## src/rtl/bounce_gen_pkg.sv

```systemverilog
// Shared types and constants for the contact-bounce emulator.
// Holds the FSM state type and the LFSR polynomial / seed defaults.
package bounce_gen_pkg;

    typedef enum logic [1:0] {
        ST_IDLE   = 2'd0,
        ST_BOUNCE = 2'd1,
        ST_SETTLE = 2'd2
    } state_e;

    // x^16 + x^14 + x^13 + x^11 + 1 as bit taps 15, 13, 12, 10
    localparam logic [15:0] LFSR_TAPS    = 16'hB400;
    localparam logic [15:0] DEFAULT_SEED = 16'hACE1;

    function automatic logic [15:0] lfsr_step(input logic [15:0] s);
        return {s[14:0], ^(s & LFSR_TAPS)};
    endfunction

endpackage

```

## src/rtl/bounce_gen_lfsr16.sv

```systemverilog
// Free-running 16-bit Fibonacci LFSR, shifting left every clock.
// A zero seed would lock up, so it is replaced by 1.
module lfsr16
    import bounce_gen_pkg::*;
#(
    parameter logic [15:0] SEED = DEFAULT_SEED
) (
    input  logic        clk,
    input  logic        rst_n,
    output logic [15:0] state
);

    localparam logic [15:0] INIT = (SEED == 16'h0000) ? 16'h0001 : SEED;

    always_ff @(posedge clk or negedge rst_n) begin
        if (!rst_n) begin
            state <= INIT;
        end else begin
            state <= lfsr_step(state);
        end
    end

endmodule

```

## src/rtl/bounce_gen.sv

```systemverilog
// Emulates a bouncing mechanical contact: a burst of randomly spaced
// toggles, then a stable hold at the target level and a done pulse.
module bounce_gen
    import bounce_gen_pkg::*;
#(
    parameter int          NUM_BOUNCES = 8,
    parameter int          GAP_W       = 4,
    parameter int          SETTLE_CLKS = 100,
    parameter logic [15:0] SEED        = DEFAULT_SEED,
    parameter logic        INIT_LEVEL  = 1'b0
) (
    input  logic clk,
    input  logic rst_n,
    input  logic start,
    input  logic target_level,
    input  logic abort,
    output logic noisy_out,
    output logic busy,
    output logic done
);

    localparam logic [7:0]  NB      = 8'(NUM_BOUNCES);
    localparam logic [15:0] SC_LAST = 16'(SETTLE_CLKS - 1);

    state_e           state;
    logic             target_q;
    logic [GAP_W:0]   gap_cnt;
    logic [7:0]       bounce_cnt;
    logic [15:0]      settle_cnt;
    logic [15:0]      lfsr;
    logic [GAP_W:0]   gap_load;
    logic             last_toggle;
    logic             lfsr_unused;

    lfsr16 #(
        .SEED(SEED)
    ) u_lfsr (
        .clk  (clk),
        .rst_n(rst_n),
        .state(lfsr)
    );

    assign gap_load    = {1'b0, lfsr[GAP_W-1:0]} + (GAP_W+1)'(1);
    assign last_toggle = (bounce_cnt == NB - 8'd1);
    assign lfsr_unused = ^lfsr[15:GAP_W];

    always_ff @(posedge clk or negedge rst_n) begin
        if (!rst_n) begin
            state      <= ST_IDLE;
            noisy_out  <= INIT_LEVEL;
            busy       <= 1'b0;
            done       <= 1'b0;
            target_q   <= INIT_LEVEL;
            gap_cnt    <= '0;
            bounce_cnt <= '0;
            settle_cnt <= '0;
        end else begin
            done <= 1'b0;
            case (state)
                ST_IDLE: begin
                    if (start) begin
                        target_q   <= target_level;
                        gap_cnt    <= gap_load;
                        bounce_cnt <= '0;
                        settle_cnt <= '0;
                        busy       <= 1'b1;
                        state      <= (NB == 8'd0) ? ST_SETTLE : ST_BOUNCE;
                    end
                end
                ST_BOUNCE: begin
                    if (abort) begin
                        noisy_out <= target_q;
                        busy      <= 1'b0;
                        state     <= ST_IDLE;
                    end else if (gap_cnt == (GAP_W+1)'(1)) begin
                        bounce_cnt <= bounce_cnt + 8'd1;
                        gap_cnt    <= gap_load;
                        if (last_toggle) begin
                            // final "toggle" lands on the target level
                            noisy_out  <= target_q;
                            settle_cnt <= '0;
                            state      <= ST_SETTLE;
                        end else begin
                            noisy_out <= ~noisy_out;
                        end
                    end else begin
                        gap_cnt <= gap_cnt - (GAP_W+1)'(1);
                    end
                end
                ST_SETTLE: begin
                    noisy_out <= target_q;
                    if (abort) begin
                        busy  <= 1'b0;
                        state <= ST_IDLE;
                    end else if (settle_cnt == SC_LAST) begin
                        busy  <= 1'b0;
                        done  <= 1'b1;
                        state <= ST_IDLE;
                    end else begin
                        settle_cnt <= settle_cnt + 16'd1;
                    end
                end
                default: begin
                    busy  <= 1'b0;
                    state <= ST_IDLE;
                end
            endcase
        end
    end

endmodule

```

## config.mk

```make
export PLATFORM = sky130hd
export DESIGN_NAME = bounce_gen
export DESIGN_NICKNAME = d
export VERILOG_FILES = /design/src/rtl/bounce_gen_pkg.sv /design/src/rtl/bounce_gen_lfsr16.sv /design/src/rtl/bounce_gen.sv
export SDC_FILE = /design/constraint.sdc
export NUM_CORES = 1
export LEC_CHECK = 0
export CORE_MARGIN = 10
export CORE_UTILIZATION = 55
export CTS_BUF_LIST = sky130_fd_sc_hd__clkbuf_16
export CTS_CLUSTER_SIZE = 24
export DETAILED_ROUTE_END_ITERATION = 12
export GPL_TIMING_DRIVEN = 0
export PLACE_DENSITY = 0.82
export SETUP_SLACK_MARGIN = 0.1
export SLEW_MARGIN = 20
export SYNTH_ARGS = -nofsm -noshare
export SYNTH_HDL_FRONTEND = slang
export SYNTH_SLANG_ARGS = --single-unit
```

## constraint.sdc

```tcl
create_clock -name clk -period 2.5 [get_ports clk]
set_input_delay 0.5 -clock clk [delete_from_list [all_inputs] [get_ports clk]]
set_output_delay 0.5 -clock clk [all_outputs]
set_load 0.02 [all_outputs]
```

==> flow_metrics.py, run 1 <==
metrics = {
    "run_status": {
        "status": "complete, no violations",
    },
    "drt": {
        "drtIter0Drc": 128,
        "ant_nets": 0,
        "highest_layer": "met4",
        "drt-met1-wl_mm": 2.07,
        "wl_per_cell_microns": 14.5,
        "drc": 0,
        "route.met3.wl_microns": 131,
        "avgViaCountPerCell": 5.87,
        "wl_met2_mm": 2.23,
        "routed_wl_mm": 4.47,
        "vias": 1808,
        "first_pass_iters": 4,
    },
    "critical_path": {
        "cp.depth": 7,
        "required_ns": 2.67,
        "arrival_ns": 2.43,
        "r2r_end": "settle_cnt[15]",
        "worstSetupStartpointType": "flip-flop",
        "max_stage_delay_ns": 0.48,
        "crit_chain": "inv_1 > ha_1 > or4b_4 > a221oi_4 > nand3_4 > o21a_2 > a211o_1",
        "crit_fanout": 6,
        "path_class": "flip-flop to flip-flop",
        "r2r_cells": 7,
        "crit_slowest_cell": "or4b_4",
        "critPathLaunch": "gap_cnt[1]",
        "end_kind": "flip-flop",
        "cp_top_family": "compound AO/OA/AOI/OAI gates",
        "worst-r2r-setup-slack_ns": 0.24,
        "r2r_start": "gap_cnt[1]",
        "worstSetupEndpoint": "settle_cnt[15]",
        "cp_num_buf_inv": 1,
    },
    "cells_and_area": {
        "drive_gt1_share_pct": 13.7,
        "area_growth_pct": 13.6,
        "nNetsFinal": 265,
        "final_cell_area_sq_um": 2790,
        "fillers": 330,
        "antenna_cells": 0,
    },
    "sta": {
        "finalHoldViolCount": 0,
        "setup_viol": 0,
        "min_period_over_period_pct": 90.5,
        "min_period_ns": 2.26,
        "whs_ns": 0.255,
        "fin_setup_tns_ns": 0,
        "max_slew_margin_pct": 51.6,
        "finClkSkew_ns": 0.00517,
        "worstMarginPinSlew_ns": 0.716,
        "drv_slew": 0,
        "worst_slack_ns": 0.238,
        "rsz0062_at_grt": "true",
        "clock.fmax_ghz": 0.442,
    },
    "synth": {
        "synth_top_area_share_pct": 43.8,
        "ys_ff_latch": 51,
        "synthTopCellsByArea": "dfrtp_1, dfstp_2, a31oi_1, nand2_1, xor2_1",
        "synthDistinctLibCells": 52,
        "synth_top_cell_by_area": "dfrtp_1",
        "yosys_warnings": 0,
        "syn_inst": 239,
        "synth_edf_count": 0,
        "async_flop_share_pct": 100,
        "post-synth-top-count-cell": "dfrtp_1",
        "syn_area_per_cell_sq_um": 10.3,
        "synth_common_cells": "dfrtp_1, nand2_1, nor2_1",
        "ys.flop_type": "dfrtp_1",
        "synth_nets": 249,
        "netlist_area_sq_um": 2450,
        "yosysSeqAreaShare_pct": 52.4,
    },
    "power": {
        "power.density_nw_per_um2": 763,
        "power_mw": 2.13,
        "ir_drop_mv": 0.466,
        "leakage_nw": 1.24,
    },
    "die": {
        "core_sq_um": 4320,
        "initial_core_util_pct": 56.8,
        "die-area_sq_um": 7540,
        "num_rows": 24,
        "ios": 8,
        "dieWidth_microns": 86.8,
        "fp.dieH_microns": 86.8,
    },
    "placed_design": {
        "place_congestion": 0.814,
        "dpl_cell_area_sq_um": 2600,
        "dp_hpwl_mm": 3.08,
        "dp_slack_ns": 0.0670,
        "io_buffers": 6,
    },
    "cts": {
        "cts_buffers": 5,
        "root_buffer": "clkbuf_16",
        "clk_pin_slew_ns": 0.07,
        "clock-sinks": 51,
        "cts_max_level": 2,
        "clockBufferDepth": 2,
        "worstSkewPairLatency_ns": 0.28,
        "cts_tree": "built",
        "cts_hold_buf": 0,
    },
    "grt": {
        "antenna_found_initial": 0,
        "overflow": 0,
        "grt_pass1_wl_mm": 8.22,
        "grt_usage_pct": 13.2,
        "grt_max_degree": 31,
        "grt_pass1_vias": 1781,
    },
    "worst_hold_path": {
        "holdCritPathClass": "input pin to async pin",
    },
    "job": {
        "maxCapViolations": 0,
    },
}
## power breakdown
group | leakage [nW] | switching, mW | internal [mW]
logic | 0.496 | 0.213 | 0.189
registers | 0.662 | 0.0838 | 0.899
clock network | 0.0812 | 0.275 | 0.466
## sequential cells by signal (all words and copies together) (netlist names)
| name | flops |
|---|---|
| u_lfsr.state | 16 |
| done | 1 |
| noisy_out | 1 |
| bounce_cnt | 8 |
| busy | 1 |
| settle_cnt | 16 |
| state | 2 |
| target_q | 1 |
| gap_cnt | 5 |
## layout by cell type, fill, tap and decap left out, types with 6 or more instances in the layout
cell | Yosys | final
a21oi_1 | 11 | 11
a31oi_1 | 16 | 16
and3_1 | 6 | 6
clkbuf_1 | 8 | 7
dfrtp_1 | 43 | 43
dfstp_2 | 8 | 8
inv_1 | 7 | 7
nand2_1 | 22 | 22
nand2b_1 | 8 | 8
nand3_1 | 8 | 8
nand4_1 | 6 | 6
nor2_1 | 17 | 17
nor3_1 | 7 | 7
o21ai_0 | 11 | 11
xor2_1 | 8 | 8
## metal layers
metal  up-vias  track usage, %
met5         -               0
met4         0            4.27
met3         4            3.47
met2        25            20.4
met1       877            17.4
li1        902               -
## worst reg2reg max path, stage by stage (launching register included)
cell and delay (ns):
dfrtp_1 0.40, inv_1 0.09, ha_1 0.16, or4b_4 0.48
a221oi_4 0.44, nand3_4 0.12, o21a_2 0.16, a211o_1 0.30
## final cells by class
class                   count  area [sq um]  share of cell area, %
repair buffers              9          97.6                   3.50
multi-input cells         170          1100                   39.3
plain buffers              11          52.6                   1.89
inverters                   7          26.3                  0.943
flip-flops and latches     51          1290                   46.1
clock buffers               5           125                   4.49
well taps                  52          65.1                   2.33
clock inverters             3          38.8                   1.39
## kinds of logic (layout without fill, tap and decap cells)
group | count (synthesis) | after routing | share of synthesized area [%]
xor gates and xnor gates | 11 | 11 | 3.92
DFF | 51 | 51 | 52.4
muxes | 1 | 1 | 0.408
AOI/OAI and AO/OA | 62 | 62 | 17.6
adders and majority gates | 5 | 5 | 2.55
and+or+nand+nor | 91 | 91 | 20.1
buffers and inverters | 18 | 35 | 2.96
## timing repair
action	CTS	global route
hold endpoints to repair	0	0
buffers inserted	0	2
setup endpoints to repair	0	15
gates resized for setup	0	4
## through the flow
stage                     instances  utilization, %
after floorplan                 239               -
after global routing            308            64.5
after detailed placement        298            60.2
final                           308            64.5
after global placement          297            59.7
after CTS                       306            64.0
## worst min-delay path by stage
stage / cells past startpoint / start / end
after floorplan: 0 / rst_n / bounce_cnt[0]
after global placement: 0 / u_lfsr.state[14] / u_lfsr.state[15]
after detailed placement: 0 / u_lfsr.state[8] / u_lfsr.state[9]
after CTS: 1 / rst_n / settle_cnt[9]
after global routing: 1 / rst_n / settle_cnt[10]
final: 1 / rst_n / settle_cnt[9]
(Power assumes the default switching activity.)
==> inputs of run 2 (changes only) <==
Settings changed: CTS_BUF_LIST sky130_fd_sc_hd__clkbuf_16 to default.
==> flow_metrics.py, run 2 (same netlist as run 1, synthesis figures left out) <==
metrics = {
    "run_status": {
        "status": "complete, no violations",
    },
    "critical_path": {
        "worstSetupStartpointType": "flip-flop",
        "end_kind": "flip-flop",
        "required_ns": 2.69,
        "cp_num_buf_inv": 1,
        "path_class": "flip-flop to flip-flop",
        "crit_fanout": 6,
        "crit_slowest_cell": "or4b_4",
        "cp_top_family": "compound AO/OA/AOI/OAI gates",
        "max_stage_delay_ns": 0.48,
        "crit_chain": "inv_1 > ha_1 > or4b_4 > a221oi_4 > nand3_4 > o21a_2 > a211o_1",
        "arrival_ns": 2.45,
    },
    "placed_design": {
        "dpl_cell_area_sq_um": 2600,
        "dp_hpwl_mm": 3.08,
        "place_congestion": 0.814,
        "dp_slack_ns": 0.0670,
        "io_buffers": 6,
    },
    "cells_and_area": {
        "drive_gt1_share_pct": 14.1,
        "top_regs": "settle_cnt (16), u_lfsr.state (16), bounce_cnt (8)",
        "nNetsFinal": 265,
        "mostFrequentLayoutCell": "dfrtp_1",
        "final_cell_area_sq_um": 2740,
        "antenna_cells": 0,
        "area_growth_pct": 11.7,
        "final_cell_mix": "dfrtp_1, nand2_1, nor2_1",
        "fin_util_pct": 63.4,
    },
    "die": {
        "core_sq_um": 4320,
        "ios": 8,
        "num_rows": 24,
        "die-area_sq_um": 7540,
        "initial_core_util_pct": 56.8,
        "dieWidth_microns": 86.8,
        "fp.dieH_microns": 86.8,
    },
    "sta": {
        "min_period_over_period_pct": 90.4,
        "setup_viol": 0,
        "clock.fmax_ghz": 0.442,
        "finalHoldViolCount": 0,
        "worstMarginPinSlew_ns": 0.695,
        "drv_slew": 0,
        "worst_slack_ns": 0.239,
        "min_period_ns": 2.26,
        "rsz0062_at_grt": "true",
        "max_slew_margin_pct": 53.7,
        "finClkSkew_ns": 0.00321,
    },
    "grt": {
        "overflow": 0,
        "grt_max_degree": 31,
        "antenna_found_initial": 0,
        "grt_pass1_vias": 1812,
        "grt_pass1_wl_mm": 8.17,
        "grt_usage_pct": 13.0,
    },
    "drt": {
        "ant_nets": 0,
        "avgViaCountPerCell": 5.83,
        "vias": 1796,
        "drtIter0Drc": 131,
        "wl_per_cell_microns": 14.1,
        "first_pass_iters": 4,
        "routed_wl_mm": 4.35,
        "drc": 0,
    },
    "cts": {
        "worstSkewPairLatency_ns": 0.30,
        "root_buffer": "clkbuf_8",
        "cts_tree": "built",
        "clk_pin_slew_ns": 0.08,
        "clockBufferDepth": 2,
        "cts_max_level": 2,
        "cts_hold_buf": 0,
        "clock-sinks": 51,
        "cts_buffers": 5,
    },
    "power": {
        "leakage_nw": 1.22,
        "power.density_nw_per_um2": 713,
        "power_switching_uw": 543,
        "ir_drop_mv": 0.445,
        "switching_share_pct": 27.8,
        "power_frac_comb_pct": 20.5,
        "seq_power_share_pct": 50.2,
        "p_clk_share_pct": 29.3,
        "p_int_mw": 1.41,
    },
    "job": {
        "maxCapViolations": 0,
    },
    "worst_hold_path": {
        "holdCritPathClass": "input pin to async pin",
    },
}
-- run 2: cell count changes in the layout (fill, tap and decap cells not counted) --
cell       previous run  this run
clkbuf_16             5         0
clkinv_1              1         0
clkbuf_8              0         6
-- run 2: cell type report --
class / count / area (sq um)
inverter: 7 / 26.3
sequential: 51 / 1290
timing repair buffer: 9 / 97.6
clock buffer: 6 / 82.6
tap: 52 / 65.1
multi-input combinational: 170 / 1100
buffer: 11 / 52.6
fill: 337 / 1580
clock inverter: 2 / 35.0
-- run 2: metal layers --
| metal | GRT usage, % | wire length, microns |
|---|---|---|
| met2 | 20.5 | 2100 |
| met4 | 4.27 | 52 |
| met3 | 3.47 | 143 |
| met5 | 0 | 0 |
| met1 | 16.8 | 2060 |
-- run 2: final timing paths --
kind	from	end	slack, ns	cells past startpoint
max in group asynchronous	rst_n	u_lfsr.state[0]	1.64	2
min in group clk	u_lfsr.state[6]	u_lfsr.state[7]	0.36	0
min	rst_n	u_lfsr.state[12]	0.24	1
max reg2reg	gap_cnt[1]	settle_cnt[12]	0.24	7
max	gap_cnt[1]	settle_cnt[12]	0.24	7
min reg2reg	u_lfsr.state[6]	u_lfsr.state[7]	0.36	0
-- run 2: power by group through the flow --
| stage | combinational, mW | clock [mW] | sequential [mW] |
|---|---|---|---|
| 2_1_floorplan | 0.275 | 0 | 0.993 |
| 3_3_place_gp | 0.379 | 0 | 0.993 |
| 3_5_place_dp | 0.395 | 0 | 0.997 |
| 4_1_cts | 0.396 | 0.596 | 0.981 |
| 5_1_grt | 0.454 | 0.633 | 1.00 |
| 6_report | 0.401 | 0.573 | 0.980 |
-- run 2: what timing repair did --
item / CTS / global route
setup buffers: 0 / 2
setup endpoints to repair: 0 / 15
resized for setup: 0 / 4
-- run 2: stage by stage --
stage	power, mW	TNS, ns	instances	hold WS [ns]
floorplan	1.27	0	239	0.204
global placement	1.37	-20.40	297	0.336
detailed placement	1.39	0	298	0.340
CTS	1.97	0	306	0.249
global route	2.09	0	308	0.255
finish	1.95	0	308	0.240
-- run 2: worst reg2reg max path, cell delays in order, from the launching register on --
cell      delay, ns
dfrtp_1        0.41
inv_1          0.09
ha_1           0.16
or4b_4         0.48
a221oi_4       0.44
nand3_4        0.12
o21a_2         0.16
a211o_1        0.29
